--- config.mk ---
export PLATFORM = sky130hd
export DESIGN_NAME = bit_packer_flat
export DESIGN_NICKNAME = d
export VERILOG_FILES = /design/src/rtl/bit_packer_if.sv /design/src/rtl/bit_packer.sv /design/src/flat_wrapper.sv
export SDC_FILE = /design/constraint.sdc
export NUM_CORES = 1
export LEC_CHECK = 0
export BUFFER_PORTS_ARGS = -buffer_cell sky130_fd_sc_hd__buf_2
export CAP_MARGIN = 30
export CELL_PAD_IN_SITES_DETAIL_PLACEMENT = 1
export CELL_PAD_IN_SITES_GLOBAL_PLACEMENT = 1
export CORE_MARGIN = 5
export CORE_UTILIZATION = 40
export DETAILED_ROUTE_END_ITERATION = 8
export GPL_ROUTABILITY_DRIVEN = 0
export GPL_TIMING_DRIVEN = 0
export MAX_ROUTING_LAYER = met4
export PLACE_DENSITY = 0.83
export REMOVE_ABC_BUFFERS = 1
export SETUP_SLACK_MARGIN = 0.3
export SYNTH_ARGS = -nofsm -noshare
export SYNTH_HDL_FRONTEND = slang
export SYNTH_SLANG_ARGS = --single-unit
--- constraint.sdc ---
create_clock -name clk -period 6.85 [get_ports clk]
set_input_delay 0.685 -clock clk [delete_from_list [all_inputs] [get_ports clk]]
set_output_delay 0.685 -clock clk [all_outputs]
set_load 0.03 [all_outputs]
--- src/rtl/bit_packer_if.sv ---
// Field-in / word-out handshake bundle for bit_packer.
// The slave side is the packer; the master side is the field source and word sink.
interface bit_packer_if #(
    parameter int unsigned W  = 32,
    parameter int unsigned LW = $clog2(W) + 1
) ();
    logic          in_valid;
    logic          in_ready;
    logic [W-1:0]  in_data;
    logic [LW-1:0] in_len;
    logic          in_last;
    logic          out_valid;
    logic          out_ready;
    logic [W-1:0]  out_data;
    logic          out_last;

    modport master (
        output in_valid, in_data, in_len, in_last, out_ready,
        input  in_ready, out_valid, out_data, out_last
    );

    modport slave (
        input  in_valid, in_data, in_len, in_last, out_ready,
        output in_ready, out_valid, out_data, out_last
    );
endinterface

--- src/rtl/bit_packer.sv ---
// Packs LSB-aligned variable-length fields MSB-first into W-bit words;
// a last-marked field flushes any residual bits as a zero-padded final word.
module bit_packer #(
    parameter int unsigned W  = 32,
    parameter int unsigned LW = $clog2(W) + 1
) (
    input logic         clk,
    input logic         resetn,
    bit_packer_if.slave bus
);

    typedef enum logic [0:0] {StRun, StPad} state_e;

    state_e        state_q, state_d;
    logic [W-1:0]  acc_q, acc_d;
    logic [LW-1:0] fill_q, fill_d;
    logic [W-1:0]  out_data_q, out_data_d;
    logic          out_valid_q, out_valid_d;
    logic          out_last_q, out_last_d;

    logic          out_free;
    logic          accept;
    logic [LW-1:0] len_clamped;
    logic [W:0]    mask_wide;
    logic [W-1:0]  field;
    logic [LW:0]   total;
    logic [LW:0]   shamt;
    logic [2*W-1:0] merged;
    logic [LW-1:0] fill_after;

    assign out_free     = !out_valid_q || bus.out_ready;
    assign bus.in_ready = resetn && (state_q == StRun) && out_free;
    assign accept       = bus.in_valid && bus.in_ready;

    assign len_clamped = (bus.in_len > LW'(W)) ? LW'(W) : bus.in_len;
    assign mask_wide   = ((W+1)'(1) << len_clamped) - (W+1)'(1);
    assign field       = bus.in_data & mask_wide[W-1:0];
    assign total       = {1'b0, fill_q} + {1'b0, len_clamped};

    // Upper half of merged is the next output word, lower half the new residual,
    // both MSB-aligned; acc_q is kept zero below its fill bits so an OR suffices.
    assign shamt  = (LW+1)'(2 * W) - total;
    assign merged = {acc_q, {W{1'b0}}} | ({{W{1'b0}}, field} << shamt);

    always_comb begin
        fill_after = total[LW-1:0];
        if (total >= (LW+1)'(W)) begin
            fill_after = LW'(total - (LW+1)'(W));
        end
    end

    always_comb begin
        state_d     = state_q;
        acc_d       = acc_q;
        fill_d      = fill_q;
        out_data_d  = out_data_q;
        out_last_d  = out_last_q;
        out_valid_d = out_valid_q && !bus.out_ready;

        case (state_q)
            StRun: begin
                if (accept) begin
                    fill_d = fill_after;
                    if (total >= (LW+1)'(W)) begin
                        out_data_d  = merged[2*W-1:W];
                        out_valid_d = 1'b1;
                        out_last_d  = bus.in_last && (fill_after == '0);
                        acc_d       = merged[W-1:0];
                    end else begin
                        acc_d = merged[2*W-1:W];
                    end
                    if (bus.in_last && (fill_after != '0)) begin
                        state_d = StPad;
                    end
                end
            end
            StPad: begin
                if (out_free) begin
                    out_data_d  = acc_q;
                    out_last_d  = 1'b1;
                    out_valid_d = 1'b1;
                    acc_d       = '0;
                    fill_d      = '0;
                    state_d     = StRun;
                end
            end
            default: state_d = StRun;
        endcase
    end

    always_ff @(posedge clk) begin
        if (!resetn) begin
            state_q     <= StRun;
            acc_q       <= '0;
            fill_q      <= '0;
            out_data_q  <= '0;
            out_valid_q <= 1'b0;
            out_last_q  <= 1'b0;
        end else begin
            state_q     <= state_d;
            acc_q       <= acc_d;
            fill_q      <= fill_d;
            out_data_q  <= out_data_d;
            out_valid_q <= out_valid_d;
            out_last_q  <= out_last_d;
        end
    end

    assign bus.out_valid = out_valid_q;
    assign bus.out_data  = out_data_q;
    assign bus.out_last  = out_last_q;

endmodule
--- src/flat_wrapper.sv ---
// flat-port wrapper written by rule: the top's interface ports become plain ports
module bit_packer_flat 
#(
    parameter int unsigned W  = 32,
    parameter int unsigned LW = $clog2(W) + 1
)
  (clk, resetn, bus_in_valid, bus_in_data, bus_in_len, bus_in_last, bus_out_ready, bus_in_ready, bus_out_valid, bus_out_data, bus_out_last);
  bit_packer_if #(.W(W), .LW(LW)) bus_i ();
  input logic clk;
  input logic resetn;
  input wire logic [$bits(bus_i.in_valid)-1:0] bus_in_valid;
  input wire logic [$bits(bus_i.in_data)-1:0] bus_in_data;
  input wire logic [$bits(bus_i.in_len)-1:0] bus_in_len;
  input wire logic [$bits(bus_i.in_last)-1:0] bus_in_last;
  input wire logic [$bits(bus_i.out_ready)-1:0] bus_out_ready;
  output wire logic [$bits(bus_i.in_ready)-1:0] bus_in_ready;
  output wire logic [$bits(bus_i.out_valid)-1:0] bus_out_valid;
  output wire logic [$bits(bus_i.out_data)-1:0] bus_out_data;
  output wire logic [$bits(bus_i.out_last)-1:0] bus_out_last;
  assign bus_i.in_valid = bus_in_valid;
  assign bus_i.in_data = bus_in_data;
  assign bus_i.in_len = bus_in_len;
  assign bus_i.in_last = bus_in_last;
  assign bus_i.out_ready = bus_out_ready;
  assign bus_in_ready = bus_i.in_ready;
  assign bus_out_valid = bus_i.out_valid;
  assign bus_out_data = bus_i.out_data;
  assign bus_out_last = bus_i.out_last;
  bit_packer #(.W(W), .LW(LW)) u_core (.clk(clk), .resetn(resetn), .bus(bus_i));
endmodule
=== After elaboration in Yosys (flattened, before gate mapping) ===
Cells that the tools add are included.
Widths: inputs -> output; s select.

* Input port bits: 43
* Word-level logic and storage cells: 58
* Bits in registers: 73

* Equality and inequality tests: 3
* Shift-type cells: 2
* Reductions and logical operators: 13
* Bitwise gates (word level): 3
* Order comparisons: 2
* $add $sub $neg: 4
* Multiplexer cells: 25

{| class="wikitable"
|+ Operators with widths
! operator !! count
|-
| $mux 32 || 6
|-
| $pmux 32 s2 || 2
|-
| $or 64x64->64 || 1
|-
| $shl 32x7->64 || 1
|-
| $and 32x32->32 || 1
|-
| $shl 1x6->32 const A || 1
|-
| $sub 32x2->32 const B || 1
|-
| $mux 6 || 4
|-
| $pmux 6 s2 || 1
|-
| $mux 1 || 9
|-
| $add 6x6->7 || 1
|-
| $ge 7x6->1 const B || 1
|-
| $sub 7x7->7 const A || 1
|-
| $gt 6x6->1 const B || 1
|-
| $logic_and 1x1->1 || 6
|-
| $logic_not 6->1 || 1
|-
| $pmux 1 s2 || 3
|-
| $reduce_bool 6->1 || 1
|-
| $sub 6x6->6 const B || 1
|-
| $ne 2x2->1 const B || 2
|-
| $reduce_and 3->1 || 1
|-
| $logic_not 1->1 || 2
|-
| $ne 2x1->1 const B || 1
|-
| $reduce_and 2->1 || 1
|-
| other kinds (2) || 2
|}

=== Longest topological paths before layout ===
* Depth after elaboration: 10
* Gate-level depth with buffers: 22
* Mapped depth without buffers: 14

=== Worst setup path before layout ===
OpenSTA, ideal clock, no wires.

* Kind: input-to-reg
* From: input bus_in_len[5]
* To: register u_core.acc_q[13]
* Slack: 1756 ps
* Arrival time: 4977 ps
* Buffers on the path: 11
* Stages on the path: 21
* Cells stage by stage: buf_2 -> buf_4 -> buf_4 -> buf_2 -> nor2b_1 -> ha_1 -> clkbuf_1 -> inv_1 -> clkbuf_1 -> clkbuf_1 -> ha_1 -> clkbuf_1 -> buf_1 -> clkbuf_1 -> clkbuf_1 -> o21ai_0 -> o22ai_1 -> nor2_1 -> a21oi_1 -> o221ai_1 -> a22o_1

* Cells in the longest elaborated chain, start to end: 10
* Elaborated cells between the ends (all ways): 13
* Those cells by class: add/sub: 3; order compare: 2; shift: 2; mux: 4; bitwise: 2

{| class="wikitable"
|+ Ends and longest elaborated chain
! item !! RTL line !! RTL
|-
| start, declared || flat_wrapper.sv:13 || <nowiki>input wire logic [$bits(bus_i.in_len)-1:0] bus_in_len;</nowiki>
|-
| $gt 6x6->1 || bit_packer.sv:35 || <nowiki>assign len_clamped = (bus.in_len > LW'(W)) ? LW'(W) : bus.in_len;</nowiki>
|-
| $mux 6 (*) || bit_packer.sv:35 ||
|-
| $shl 1x6->32 || bit_packer.sv:36 || <nowiki>assign mask_wide = ((W+1)'(1) << len_clamped) - (W+1)'(1);</nowiki>
|-
| $sub 32x2->32 || bit_packer.sv:36 ||
|-
| $and 32x32->32 || bit_packer.sv:37 || <nowiki>assign field = bus.in_data & mask_wide[W-1:0];</nowiki>
|-
| $shl 32x7->64 || bit_packer.sv:43 || <nowiki>assign merged = {acc_q, {W{1'b0}}} | ({{W{1'b0}}, field} << shamt);</nowiki>
|-
| $or 64x64->64 || bit_packer.sv:43 ||
|-
| $mux 32 (*) || bit_packer.sv:64 || <nowiki>if (total >= (LW+1)'(W)) begin</nowiki>
|-
| $mux 32 (*) || bit_packer.sv:62 || <nowiki>if (accept) begin</nowiki>
|-
| $pmux 32 s2 (*) || bit_packer.sv:60 || <nowiki>case (state_q)</nowiki>
|-
| end signal, assigned || bit_packer.sv:94 || <nowiki>acc_q <= '0;</nowiki>
|-
| end signal, assigned || bit_packer.sv:101 || <nowiki>acc_q <= acc_d;</nowiki>
|-
| end, declared || bit_packer.sv:15 || <nowiki>logic [W-1:0] acc_q, acc_d;</nowiki>
|}

Mark *: on every way between the ends. The rest lies on a longest branch, timed or not. The select of a mux whose other input is x is not followed.
A chain may end at the register's enable or synchronous reset.

=== Worst setup path in the final report ===
* From: input bus_in_len[5]
* To: register u_core.acc_q[17]

The elaborated chain is that of the path after synthesis.

==> summary.txt <==
Timing
  – Worst Tran Pin Value: approximately 1.1 ns
  – Highest Clock Rate: roughly 160 MHz
  – Slew Viols, Final: 0
  – Minimum clock period: 6.18 ns
  – Worst Skew: 0.0120 ns
  – Hold Fails Final Rpt: 0
  – Period utilization: 90.2%
  – Setup TNS Final: 0 ns
  – Setup WS post-layout: 0.671 ns
  – RSZ-0062 raised after global routing: no
  – Relative slew slack: 25.6%
  – Final setup fails: 0
  – Min Hold Slack: 0.452 ns

Finish
  – # diodes: 0
  – Share of layout cells above drive strength 1: 13.5%
  – Final Cell Area: 8680 µm²
  – Fillers: 2465
  – Final nets: 1155
  – FF+latch area: 1460 µm²
  – Cell Count, Final, Fillers Out: 1371
  – Final core occ: 44.9%
  – Multi-input logic area: 5950 µm²
  – Layout area overhead: 11.3%

Status
  – Status: finished clean

Route
  – Post-route ant nets: 0
  – Mean number of vias per cell: 7.20
  – Drt total wl: 34.2 mm
  – DRC: 0
  – Routed length on met3: around 3.1 mm
  – DR WL/cell: around 25 µm
  – Wire length on met2: 15.7 mm
  – DRT met1 WL: 13.6 mm
  – Via count: about 10000
  – DR pass1 iterations: 6
  – Top routing layer in use: met4
  – Initial detailed-routing violation count: 1328

Floorplan
  – Initial Util: 40.3%
  – FP Rows: 51
  – Die W: 150 µm
  – Top Ports: 78
  – Core area: between 15000 and 20000 µm²
  – Die footprint: 22400 µm²
  – Die height: roughly 150 µm

Synthesis
  – Seq/Total Area, Yosys: 18.7%
  – Synthesis warning total: 0
  – Synth area leaders: dfxtp_1, nor2_1, nand2_1
  – Async SR Flop Fraction: 0%
  – Post-Syn Area: 7800 µm²
  – Count of cell types in the netlist: 97
  – Post-synth EDFFs: 0
  – Synth Register Bits: 73
  – Top cells by count, synth: nor2_1, nand2_1, dfxtp_1
  – Post-Synthesis Cells: 1093
  – Mapped Avg Cell Area: 7.14 µm²
  – Post-synth top area share: 18.7%
  – Top-count cell post-synth: nor2_1
  – Predominant post-synthesis flop cell: dfxtp_1
  – Post-synth top area cell: dfxtp_1

Worst setup path
  – Top delay family on crit path: buffers and inverters
  – Crit-path cells: buf_2, nor2b_1, ha_2, buf_12, inv_1, ha_4, inv_1, nor2_1, a31o_2, a32oi_1, a21oi_1, a21oi_1, a221oi_1, o21ai_1
  – Critical path arrival: 6.38 ns
  – Flop-to-flop setup slack: between 1.5 and 2 ns
  – Worst path required time: 7.05 ns
  – Reg2reg path depth: 12
  – CP Max Fanout: 59
  – Critical path type: in -> reg
  – Crit. End Element: flop
  – Startpoint types: primary input
  – Crit path buf inv count: 4
  – CP max stage delay: roughly 0.8 ns
  – Slowest CP cell: ha_4
  – Worst reg2reg startpoint: u_core.fill_q[0]$_SDFFE_PN0P_
  – Capturing point of the worst reg2reg path: u_core.acc_q[17]$_SDFFE_PN0P_

Global route
  – Gr usage total: 30.5%
  – Largest net degree at the start of global routing: 60
  – Congestion Overflow GR: 0
  – Vias in the first global route: 9655
  – Initial antenna violation count: 0
  – First-pass GRT wire length: 53.2 mm

Power and ir drop
  – P_leak: 3.24 nW
  – Worst IR Drop VDD: between 150 and 200 µV
  – Power, Total: about 2.2 mW
  – Pwr per Cell Area: 252 nW/µm²

Hold path
  – Hold Path Stages: 2
  – Hold_sp: u_core.bus.out_data[20]$_SDFFE_PN0P_
  – Hold Path End: u_core.bus.out_data[20]$_SDFFE_PN0P_
  – Worst hold path type: reg -> reg

Clocking
  – CTS Buf Count: 9
  – Clock Latency Late Sink: approximately 0.35 ns
  – Clk Tree Root Cell: clkbuf_16
  – Clock Pin Slew Worst Setup and Hold Paths: 0.06 ns
  – H-tree levels: 3
  – CTS tree: built
  – Setup Buffers After CTS: 0
  – Clock buffer depth: 2
  – CTS sink cnt: 73

Placement
  – Post-DP HPWL: 24.7 mm
  – Pre-CTS setup slack: 0.116 ns
  – IO Port Bufs: 77
  – Dpl cell area: about 8400 µm²
  – Cell Count Post-Placement: 1355

Job
  – Max Cap Viol: 0
## area by class of cell
| type | count | share of cell area (%) |
|---|---|---|
| multi-input combinational | 913 | 68.5 |
| tap | 265 | 3.82 |
| clock buffer | 11 | 2.80 |
| clock inverter | 3 | 0.490 |
| inverter | 15 | 0.649 |
| timing repair buffer | 91 | 6.90 |
| sequential | 73 | 16.8 |
## worst register-to-register path, cell delays in order (launching register included)
cell      delay [ns]
dfxtp_1         0.33
ha_2            0.47
buf_12          0.29
inv_1           0.47
ha_4            0.81
inv_1           0.54
nor2_1          0.59
a31o_2          0.20
a32oi_1         0.17
a21oi_1         0.54
a21oi_1         0.17
a221oi_1        0.48
o21ai_1         0.14
## layer usage
layer | GRT usage (%) | up-vias
met2 | 48.5 | 644
li1 | - | 4266
met1 | 37.9 | 4788
met3 | 5.24 | 172
met4 | 13.9 | 0
met5 | - | -
## cell families after synthesis
kind of cell / after synthesis / share of synthesized area (%)
AOI/OAI and AO/OA: 437 / 40.1
adders and majority gates: 9 / 1.54
DFF: 73 / 18.7
muxes: 45 / 6.51
xor gates and xnor gates: 12 / 1.62
buffers and inverters: 107 / 5.98
and+or+nand+nor: 410 / 25.5
## placed cells by master, fill, tap and decap left out, types with 11 or more instances in the layout
master | synthesis | final
o21ai_0 | 61 | 61
a32oi_1 | 14 | 14
nor3_1 | 30 | 30
nand2b_1 | 12 | 12
nand4_1 | 11 | 11
o221ai_1 | 11 | 11
o22ai_1 | 19 | 19
a221oi_1 | 15 | 15
o31ai_1 | 15 | 15
a211oi_1 | 19 | 19
nand2_1 | 118 | 118
dfxtp_1 | 73 | 73
a31oi_1 | 21 | 21
nand3_1 | 34 | 34
and3_1 | 11 | 11
a21o_1 | 14 | 14
o211ai_1 | 22 | 22
o21ai_1 | 21 | 21
inv_1 | 15 | 15
a21oi_1 | 66 | 66
nor2_1 | 125 | 125
a22oi_1 | 18 | 18
buf_2 | 22 | 77
nor2b_1 | 14 | 14
mux2i_1 | 35 | 35
## timing repair
item / 4_1_cts / 5_1_grt
gates resized for setup: 0 / 1
hold buffers: 0 / 0
setup endpoints to repair: 0 / 10
## report_power, final
part           internal [mW]  leakage (nW)  total, mW  switching (mW)
registers              0.466         0.593      0.495          0.0283
clock network          0.288         0.137      0.483           0.195
logic                  0.385          2.51       1.21           0.822
total                   1.14          3.24       2.18            1.05
## flip-flops by register name, summed over array words and instances, names as in the netlist
name	count
u_core.bus.out_valid	1
u_core.bus.out_last	1
u_core.acc_q	32
u_core.bus.out_data	32
u_core.state_q	1
u_core.fill_q	6
## worst max-delay path by stage
stage	start	cells past startpoint	end	slack, ns
after floorplan	bus_in_len[0]	12	u_core.bus.out_data[28]$_SDFFE_PN0P_	0.55
after global placement	bus_in_len[5]	13	u_core.bus.out_data[17]$_SDFFE_PN0P_	-2.42
after detailed placement	bus_in_len[5]	14	u_core.bus.out_data[17]$_SDFFE_PN0P_	0.12
after CTS	bus_in_len[5]	14	u_core.acc_q[17]$_SDFFE_PN0P_	0.45
after global routing	bus_in_len[5]	14	u_core.bus.out_data[17]$_SDFFE_PN0P_	0.49
final	bus_in_len[5]	14	u_core.acc_q[17]$_SDFFE_PN0P_	0.67
Note: power is estimated with default switching activity, not from simulation.
